==> src/rtl/ula_pkg.sv <==
// Shared opcode, FSM-state and iterative-unit mode encodings for the sequential ULA.
package ula_pkg;

    localparam int unsigned OP_W = 4;

    localparam logic [OP_W-1:0] OP_ADD  = 4'd0;
    localparam logic [OP_W-1:0] OP_SUB  = 4'd1;
    localparam logic [OP_W-1:0] OP_MULT = 4'd2;
    localparam logic [OP_W-1:0] OP_DIV  = 4'd3;
    localparam logic [OP_W-1:0] OP_EQ   = 4'd4;
    localparam logic [OP_W-1:0] OP_GT   = 4'd5;
    localparam logic [OP_W-1:0] OP_LT   = 4'd6;
    localparam logic [OP_W-1:0] OP_NE   = 4'd7;
    localparam logic [OP_W-1:0] OP_AND  = 4'd8;
    localparam logic [OP_W-1:0] OP_NAND = 4'd9;
    localparam logic [OP_W-1:0] OP_OR   = 4'd10;
    localparam logic [OP_W-1:0] OP_NOR  = 4'd11;
    localparam logic [OP_W-1:0] OP_XOR  = 4'd12;
    localparam logic [OP_W-1:0] OP_XNOR = 4'd13;
    localparam logic [OP_W-1:0] OP_NOTA = 4'd14;
    localparam logic [OP_W-1:0] OP_NOTB = 4'd15;

    localparam logic [1:0] S_IDLE = 2'd0;
    localparam logic [1:0] S_BUSY = 2'd1;
    localparam logic [1:0] S_DONE = 2'd2;

    localparam logic MD_MULT = 1'b0;
    localparam logic MD_DIV  = 1'b1;

endpackage

==> src/rtl/ula_seq_muldiv.sv <==
// Iterative unit: shift-add multiplier or restoring divider, one step per cycle.
// done_c/q_c/ovf_c present the result of the final step on the edge that completes it.
module ula_seq_muldiv
    import ula_pkg::*;
#(
    parameter int unsigned WIDTH = 8
) (
    input  logic             clk,
    input  logic             rst_n,
    input  logic             start,
    input  logic             mode,
    input  logic [WIDTH-1:0] a,
    input  logic [WIDTH-1:0] b,
    output logic             done_c,
    output logic [WIDTH-1:0] q_c,
    output logic             ovf_c
);

    localparam int unsigned CNT_W = $clog2(WIDTH + 1);
    localparam int unsigned ACC_W = 2 * WIDTH;

    logic             busy_q, busy_d;
    logic             mode_q, mode_d;
    logic [CNT_W-1:0] cnt_q, cnt_d;
    logic [WIDTH-1:0] b_q, b_d;
    logic [ACC_W-1:0] acc_q, acc_d;

    logic [WIDTH:0]   mul_sum;
    logic [ACC_W-1:0] mul_next;
    logic [WIDTH:0]   div_rem_sh;
    logic [WIDTH+1:0] div_diff;
    logic             div_borrow;
    logic [ACC_W-1:0] div_next;
    logic [ACC_W-1:0] step_next;

    // acc holds {partial product, multiplier} or {remainder, dividend/quotient}
    always_comb begin
        mul_sum    = {1'b0, acc_q[ACC_W-1:WIDTH]} + (acc_q[0] ? {1'b0, b_q} : '0);
        mul_next   = {mul_sum, acc_q[WIDTH-1:1]};
        div_rem_sh = acc_q[ACC_W-1:WIDTH-1];
        div_diff   = {1'b0, div_rem_sh} - {2'b00, b_q};
        div_borrow = div_diff[WIDTH+1];
        div_next   = {(div_borrow ? div_rem_sh[WIDTH-1:0] : div_diff[WIDTH-1:0]),
                      acc_q[WIDTH-2:0], ~div_borrow};
        step_next  = (mode_q == MD_DIV) ? div_next : mul_next;
        done_c     = busy_q && (cnt_q == CNT_W'(WIDTH - 1));
        q_c        = step_next[WIDTH-1:0];
        ovf_c      = (mode_q == MD_MULT) && (|step_next[ACC_W-1:WIDTH]);
    end

    always_comb begin
        busy_d = busy_q;
        mode_d = mode_q;
        cnt_d  = cnt_q;
        b_d    = b_q;
        acc_d  = acc_q;
        if (start) begin
            busy_d = 1'b1;
            mode_d = mode;
            cnt_d  = '0;
            b_d    = b;
            acc_d  = {{WIDTH{1'b0}}, a};
        end else if (busy_q) begin
            acc_d = step_next;
            cnt_d = cnt_q + CNT_W'(1);
            if (done_c) begin
                busy_d = 1'b0;
            end
        end
    end

    always_ff @(posedge clk or negedge rst_n) begin
        if (!rst_n) begin
            busy_q <= 1'b0;
            mode_q <= MD_MULT;
            cnt_q  <= '0;
            b_q    <= '0;
            acc_q  <= '0;
        end else begin
            busy_q <= busy_d;
            mode_q <= mode_d;
            cnt_q  <= cnt_d;
            b_q    <= b_d;
            acc_q  <= acc_d;
        end
    end

endmodule

==> src/rtl/ula_seq.sv <==
// Handshaked WIDTH-bit ULA: single-cycle op mux, iterative MULT/DIV, registered result and flags.
// One operation per IDLE visit; the result is held in DONE until out_ready.
module ula_seq
    import ula_pkg::*;
#(
    parameter int unsigned WIDTH = 8
) (
    input  logic             clk,
    input  logic             rst_n,
    input  logic             in_valid,
    output logic             in_ready,
    input  logic [WIDTH-1:0] A,
    input  logic [WIDTH-1:0] B,
    input  logic [3:0]       op,
    output logic             out_valid,
    input  logic             out_ready,
    output logic [WIDTH-1:0] out,
    output logic             ov,
    output logic             zero,
    output logic             dz
);

    logic [1:0]       state_q, state_d;
    logic [WIDTH-1:0] out_q, out_d;
    logic             ov_q, ov_d;
    logic             zero_q, zero_d;
    logic             dz_q, dz_d;
    logic             in_ready_q, in_ready_d;
    logic             out_valid_q, out_valid_d;

    logic [WIDTH:0]   sum;
    logic [WIDTH:0]   diff;
    logic [WIDTH-1:0] sc_out;
    logic             sc_ov;
    logic             sc_dz;
    logic             is_iter;
    logic             md_start;
    logic             md_done_c;
    logic [WIDTH-1:0] md_q_c;
    logic             md_ovf_c;

    // Single-cycle result, computed straight from the presented operands
    always_comb begin
        sum     = {1'b0, A} + {1'b0, B};
        diff    = {1'b0, A} - {1'b0, B};
        sc_out  = '0;
        sc_ov   = 1'b0;
        sc_dz   = 1'b0;
        is_iter = (op == OP_MULT) || ((op == OP_DIV) && (B != '0));
        case (op)
            OP_ADD:  begin sc_out = sum[WIDTH-1:0];  sc_ov = sum[WIDTH];  end
            OP_SUB:  begin sc_out = diff[WIDTH-1:0]; sc_ov = diff[WIDTH]; end
            OP_DIV:  begin sc_out = '1; sc_dz = 1'b1; end
            OP_EQ:   sc_out = WIDTH'(A == B);
            OP_GT:   sc_out = WIDTH'(A > B);
            OP_LT:   sc_out = WIDTH'(A < B);
            OP_NE:   sc_out = WIDTH'(A != B);
            OP_AND:  sc_out = A & B;
            OP_NAND: sc_out = ~(A & B);
            OP_OR:   sc_out = A | B;
            OP_NOR:  sc_out = ~(A | B);
            OP_XOR:  sc_out = A ^ B;
            OP_XNOR: sc_out = ~(A ^ B);
            OP_NOTA: sc_out = ~A;
            OP_NOTB: sc_out = ~B;
            default: sc_out = '0;
        endcase
    end

    ula_seq_muldiv #(
        .WIDTH(WIDTH)
    ) u_muldiv (
        .clk    (clk),
        .rst_n  (rst_n),
        .start  (md_start),
        .mode   ((op == OP_DIV) ? MD_DIV : MD_MULT),
        .a      (A),
        .b      (B),
        .done_c (md_done_c),
        .q_c    (md_q_c),
        .ovf_c  (md_ovf_c)
    );

    // Next state and registered outputs
    always_comb begin
        state_d     = state_q;
        out_d       = out_q;
        ov_d        = ov_q;
        zero_d      = zero_q;
        dz_d        = dz_q;
        in_ready_d  = in_ready_q;
        out_valid_d = out_valid_q;
        md_start    = 1'b0;
        case (state_q)
            S_IDLE: begin
                if (in_valid) begin
                    in_ready_d = 1'b0;
                    if (is_iter) begin
                        md_start = 1'b1;
                        state_d  = S_BUSY;
                    end else begin
                        state_d     = S_DONE;
                        out_d       = sc_out;
                        ov_d        = sc_ov;
                        dz_d        = sc_dz;
                        zero_d      = (sc_out == '0);
                        out_valid_d = 1'b1;
                    end
                end
            end
            S_BUSY: begin
                if (md_done_c) begin
                    state_d     = S_DONE;
                    out_d       = md_q_c;
                    ov_d        = md_ovf_c;
                    dz_d        = 1'b0;
                    zero_d      = (md_q_c == '0);
                    out_valid_d = 1'b1;
                end
            end
            S_DONE: begin
                if (out_ready) begin
                    state_d     = S_IDLE;
                    out_valid_d = 1'b0;
                    in_ready_d  = 1'b1;
                end
            end
            default: begin
                state_d     = S_IDLE;
                out_valid_d = 1'b0;
                in_ready_d  = 1'b1;
            end
        endcase
    end

    always_ff @(posedge clk or negedge rst_n) begin
        if (!rst_n) begin
            state_q     <= S_IDLE;
            out_q       <= '0;
            ov_q        <= 1'b0;
            zero_q      <= 1'b0;
            dz_q        <= 1'b0;
            in_ready_q  <= 1'b1;
            out_valid_q <= 1'b0;
        end else begin
            state_q     <= state_d;
            out_q       <= out_d;
            ov_q        <= ov_d;
            zero_q      <= zero_d;
            dz_q        <= dz_d;
            in_ready_q  <= in_ready_d;
            out_valid_q <= out_valid_d;
        end
    end

    assign in_ready  = in_ready_q;
    assign out_valid = out_valid_q;
    assign out       = out_q;
    assign ov        = ov_q;
    assign zero      = zero_q;
    assign dz        = dz_q;

endmodule
==> config.mk <==
export PLATFORM = sky130hd
export DESIGN_NAME = ula_seq
export DESIGN_NICKNAME = d
export VERILOG_FILES = /design/src/rtl/ula_pkg.sv /design/src/rtl/ula_seq_muldiv.sv /design/src/rtl/ula_seq.sv
export SDC_FILE = /design/constraint.sdc
export NUM_CORES = 1
export LEC_CHECK = 0
export CORE_ASPECT_RATIO = 2
export CORE_MARGIN = 5
export CORE_UTILIZATION = 30
export CTS_CLUSTER_SIZE = 14
export DETAILED_ROUTE_END_ITERATION = 8
export GPL_ROUTABILITY_DRIVEN = 0
export HOLD_SLACK_MARGIN = 0.12
export MAX_ROUTING_LAYER = met4
export PLACE_DENSITY_LB_ADDON = 0.2
export SLEW_MARGIN = 30
export SYNTH_ARGS = -nofsm -noshare
export SYNTH_HDL_FRONTEND = slang
export SYNTH_SLANG_ARGS = --single-unit
==> constraint.sdc <==
create_clock -name clk -period 3 [get_ports clk]
set_input_delay 0.75 -clock clk [delete_from_list [all_inputs] [get_ports clk]]
set_output_delay 0.75 -clock clk [all_outputs]
set_load 0.01 [all_outputs]
Word level (Yosys, flattened, before mapping)

Index checks and enable logic that the tools add are counted.

Bits in registers: 45
Bits of input ports: 24
Output and inout bits: 13
Word-level logic and storage cells: 115

$add $sub $neg: 5
Magnitude comparators: 2
Equal/unequal tests: 24
Muxes and demuxes: 45
Bitwise gates (word level): 11
Reduce and logical (&&, ||, !) cells: 16

Operators by type and width:

| kind               | number |
|---|---|
| $pmux 8 s15        | 1 |
| $mux 16            | 3 |
| $mux 8             | 5 |
| $not 8->8          | 5 |
| $eq 4x4->1 const B | 8 |
| $mux 1             | 22 |
| $eq 4x3->1 const B | 5 |
| $logic_not 8->1    | 2 |
| $pmux 8 s2         | 1 |
| $sub 9x8->10       | 1 |
| $add 8x8->9        | 1 |
| $add 8x9->9        | 1 |
| $sub 8x8->9        | 1 |
| $and 8x8->8        | 1 |
| $eq 4x2->1 const B | 2 |
| $eq 8x8->1         | 1 |
| $gt 8x8->1         | 1 |
| $lt 8x8->1         | 1 |
| $mux 2             | 4 |
| $mux 4             | 2 |
| $ne 2x2->1 const B | 4 |
| $ne 8x8->1         | 1 |
| $or 8x8->8         | 1 |
| $pmux 1 s2         | 4 |
| other kinds (17)   | 25 |

Longest topological paths before layout

Depth in word-level cells: 7
Mapped depth: 11
Gate-level depth less buffers: 11

By module

From an unflattened synthesis, not the netlist that was laid out.

Cell total of the unflattened synthesis: 585
Area, all modules: 4700.8 um^2

By module, submodules not included:

| module         | times used | cells each | area an instance (um^2) | sequential area each (um^2) |
|---|---|---|---|---|
| ula_seq        | 1          | 335        | 2477.4                  | 376.6 |
| ula_seq_muldiv | 1          | 250        | 2223.4                  | 750.7 |

Worst setup path after synthesis

Ideal clock, no wire load.

Path kind: input port to flip-flop
Start point: input port A[0]
End point: register out_q[6], in the netlist out[6]
Library setup time: 0.125 ns
Data arrival time: 2.772 ns
Data required time: 2.875 ns
Path slack: 0.104 ns
Stages on the path: 9
Buffers on the path: 0
Path through: ha_1 -> fa_1 -> and3_1 -> o211ai_1 -> a21oi_1 -> a211o_1 -> a221oi_1 -> mux2i_1 -> mux2_2

Cells in the longest elaborated chain, start to end: 5
Elaborated cells between the ends (all ways): 6
Classes of those cells: add/sub (2); mux (4)

Ends and longest elaborated chain:

| what                                       | line                         | text |
|---|---|---|
| from (decl)                                | ula_seq.sv:12                | `input logic [WIDTH-1:0] A,` |
| $sub 8x8->9 or $add 8x8->9 (tied branches) | ula_seq.sv:45, ula_seq.sv:44 |  |
| $pmux 8 s15 (*)                            | ula_seq.sv:50                | `case (op)` |
| $mux 8 (*)                                 | ula_seq.sv:98                | `if (is_iter) begin` |
| $mux 8 (*)                                 | ula_seq.sv:96                | `if (in_valid) begin` |
| $pmux 8 s2 (*)                             | ula_seq.sv:94                | `case (state_q)` |
| to (signal assigned)                       | ula_seq.sv:147               | `out_q <= out_d;` |
| to (decl)                                  | ula_seq.sv:24                | `logic [WIDTH-1:0] out_q, out_d;` |

Every way passes the cells marked *; elsewhere a longest branch is shown, timed or not. The select of a mux whose other input is x is not followed.
A chain may end at the register's enable or synchronous reset.

Worst setup path after layout

Start point: input port B[0]
End point: register out_q[0], in the netlist out[0]

Cells in the longest elaborated chain, start to end: 6
Elaborated cells between the ends (all ways): 22
Classes of those cells: add/sub (2); order compare (2); eq/ne (3); mux (4); bitwise (7); reduce/logical (4)

Ends and longest elaborated chain:

| what                                                                | line          | text |
|---|---|---|
| from (decl)                                                         | ula_seq.sv:13 | `input logic [WIDTH-1:0] B,` |
| parallel branches: the longest is 6 deep, another holds $sub 8x8->9 | --            |  |

Parallel ways; which one is timed is not known. The select of a mux whose other input is x is not followed.

==> summary.txt <==
Status
  • Status: finished, final reports clean

Final layout
  • Final Net Count: 794
  • Layout Utilization: 0.420
  • FILL cells: 1562
  • Register Area: 1130 um^2
  • Multi-input logic area: 3560 um^2
  • Layout cells sized above 1: 0.273
  • Commonest non-fill, non-tap cell in the layout: buf_4
  • Synth-to-layout area growth: 38.6%
  • Most frequent cells in the layout: buf_4 (120), nand2_1 (49), nor2_1 (44), dfrtp_1 (44), o21ai_0 (37)
  • Diode count: 0

Clock network
  • CTS Buffer Depth: 2
  • CTS clock-pin slew for the worst setup and hold paths: 0.07 ns
  • Total CTS buffers: 5
  • Sinks on the clock net: 45
  • H-tree lvl count: 2
  • CTS tree: done
  • Clock tree root buffer cell: clkbuf_16
  • Worst skew pair latency: 0.29 ns

Critical path
  • R2R Setup Slk: 0.15 ns
  • CP Launch Point: B[0]
  • CP Capture Type: flop
  • CP Max Fanout: 3
  • Worst Path Required: 3.18 ns
  • RR Endpoint: ov$_DFFE_PN0P_
  • R2R depth: 10
  • Startpoint Class: input pin
  • Reg2reg start: u_muldiv.b_q[0]$_DFFE_PN0P_
  • End of the critical path: out[0]$_DFFE_PN0P_
  • Critical path class: input pin to flop
  • Crit path DAT: 3.11 ns

Die
  • Starting Density: 0.303
  • DIE AREA: 18600 um^2
  • Io pins: 37
  • Core box area: 15700 um^2
  • Die Span Y: 188 um
  • FP Rows: 65
  • Die width: 99.0 um

Synth
  • Post-synthesis xor/xnor area fraction: 0.0368
  • Post-synth EDFFs: 0
  • YS warnings: 0
  • Primary FF master, synth: dfrtp_1
  • Distinct cells, synth: 69
  • Syn avg cell area: 8.00 um^2
  • Largest family of logic cells by synthesized area: compound AO/OA/AOI/OAI gates
  • Synth Area in Adders: 0.125
  • Sequential-to-total area share from yosys stat: 0.237
  • Fraction of the mapped netlist area in simple logic gates: 0.212
  • Synth Area in Compound Gates: 0.238
  • Syn Std Cell Area: 4750 um^2
  • Async SR Flop Fraction: 1.00
  • Post-Synthesis Cells: 594
  • Mapped Nets: 663
  • Post-synthesis mux area share: 0.0800
  • Synth Register Bits: 45

GRT
  • Total gr overflow: 0
  • Busiest grt layer: met2
  • Initial antenna violation count: 0
  • GR Util met2: 0.363
  • Pin count of the biggest net entering global routing: 34
  • First-pass GRT wire length: 27800 um
  • Vias in the first global route: 5388
  • Overall Global Routing Usage: 0.198
  • M3 GR Usage: 0.0145
  • Met1 usage: 0.162

Route
  • Via/cell ratio: 5.40
  • DRT iter0 DRCs: 278
  • Routed vias: 5005
  • WL per Instance: 19.2 um
  • Final wirelength: 17800 um
  • Post-DRT Antenna Nets: 0
  • DR pass1 iterations: 4
  • Residual DRC count: 0

STA
  • # setup viols final: 0
  • Fmax: 342 MHz
  • Worst Clk Skew: 0.00646 ns
  • Min cycle time layout: 2.93 ns
  • Tcrit/Tclk final: 0.975
  • Rel. slew slack: 0.591
  • Hold Vio Cnt, Final: 0
  • Pins Over Slew Limit: 0
  • Unrepaired setup endpoints after global routing: false
  • Worst slew pin tran: 0.609 ns

Pwr
  • Pwr Density: 839 nW/um^2
  • IR drop worst, VDD: 0.312 mV
  • Total power: 5.53 mW
  • Leakage: 2.89 nW

Hold path
  • Worst Hold Class: input pin to async pin

Run
  • Max-Cap Viols: 0

Placed design
  • IO buf count: 36
  • Dpl hpwl: 14900 um
cells by family (layout without fill, tap and decap cells):
logic type      Yosys count  count (layout)
simple gates            200             200
buf+inv                  81             213
fa+ha+maj                45              45
xor+xnor                 20              20
mux                      37              37
flops                    45              45
compound gates          166             166
layer usage:
layer  wire (um)  up-vias
met5           0        -
met1        5520     2367
li1            -     2409
met4        2050        0
met2        9880      129
met3         396      100
power by group:
part           switching (mW)  internal, mW  leakage (nW)
Clock                   0.245         0.395        0.0810
Combinational            2.05          1.66          2.28
Sequential              0.269         0.911         0.532
registers in the layout, indices dropped and copies added, names as in the netlist, 2 cells and up:
register and cells:
u_muldiv.acc_q 16, out 8, u_muldiv.cnt_q 4, u_muldiv.b_q 8, state_q 2
worst min path at each step:
| stage | to | slack (ns) | depth (start not counted) |
|---|---|---|---|
| final | out[2]$_DFFE_PN0P_ | 0.35 | 1 |
| after global routing | out[2]$_DFFE_PN0P_ | 0.39 | 1 |
| after CTS | state_q[0]$_DFFE_PN0P_ | 0.35 | 1 |
| after detailed placement | out[3]$_DFFE_PN0P_ | 0.47 | 1 |
| after global placement | out[3]$_DFFE_PN0P_ | 0.47 | 1 |
| after floorplan | dz$_DFFE_PN0P_ | 0.45 | 0 |
metrics by stage:
| step | instances | area (um^2) | setup slack [ns] | setup TNS (ns) | hold slack [ns] |
|---|---|---|---|---|---|
| 2_1_floorplan | 594 | 4750 | 0.104 | 0 | 0.454 |
| 3_3_place_gp | 912 | 6110 | -1.04 | -5.68 | 0.472 |
| 3_5_place_dp | 912 | 6110 | -0.856 | -5.61 | 0.474 |
| 4_1_cts | 926 | 6530 | 0.00298 | 0 | 0.355 |
| 5_1_grt | 927 | 6590 | 0.000479 | 0 | 0.385 |
| 6_report | 927 | 6590 | 0.0741 | 0 | 0.353 |
synth_stat cells (all sizes together), types with 4 or more instances:
library cell   n  area share
mux2           8       0.019
a2111oi        8       0.016
nand3         17       0.018
or3            6      0.0079
nor2b         12       0.016
o21bai         4      0.0063
o21a           6      0.0095
o211ai        10       0.016
nor3b          4      0.0063
a21o           7       0.011
clkbuf        15       0.012
nor3          16       0.018
o21ai         40       0.042
fa             4       0.017
nand2         49       0.039
a21oi         32       0.034
xor2           8       0.015
mux2i         29       0.061
nand4          5      0.0066
ha            41        0.11
inv           43       0.034
dfrtp         44        0.23
nand2b        13       0.017
buf           21       0.024
nor2          45       0.036
o2111ai        4      0.0074
xnor2         12       0.022
nor4           6      0.0079
o31ai          8       0.013
a211oi        15       0.025
and2          12       0.016
area by class of cell:
type | count | share of cell area
clock inverters | 2 | 0.00588
flip-flops and latches | 45 | 0.171
clock buffers | 6 | 0.0196
well taps | 201 | 0.0382
multi-input cells | 468 | 0.541
inverters | 45 | 0.0256
repair buffers | 160 | 0.199
worst max-delay path: stages:
cell and delay [ns]:
dlygate4sd2_1 0.26, buf_4 0.15, inv_2 0.07, ha_4 0.19
or4_4 0.56, or2_4 0.28, a211oi_2 0.23, a221oi_2 0.06
a211oi_2 0.20, o21ai_1 0.10, mux2_2 0.26
timing repair:
item                                    4_1_cts  5_1_grt
buffers inserted                              6        2
pin swaps                                    16       11
resized for setup                            62       16
endpoints found under the setup margin        8        8
hold buffers                                  0        0
Note: power is estimated with default switching activity, not from simulation.
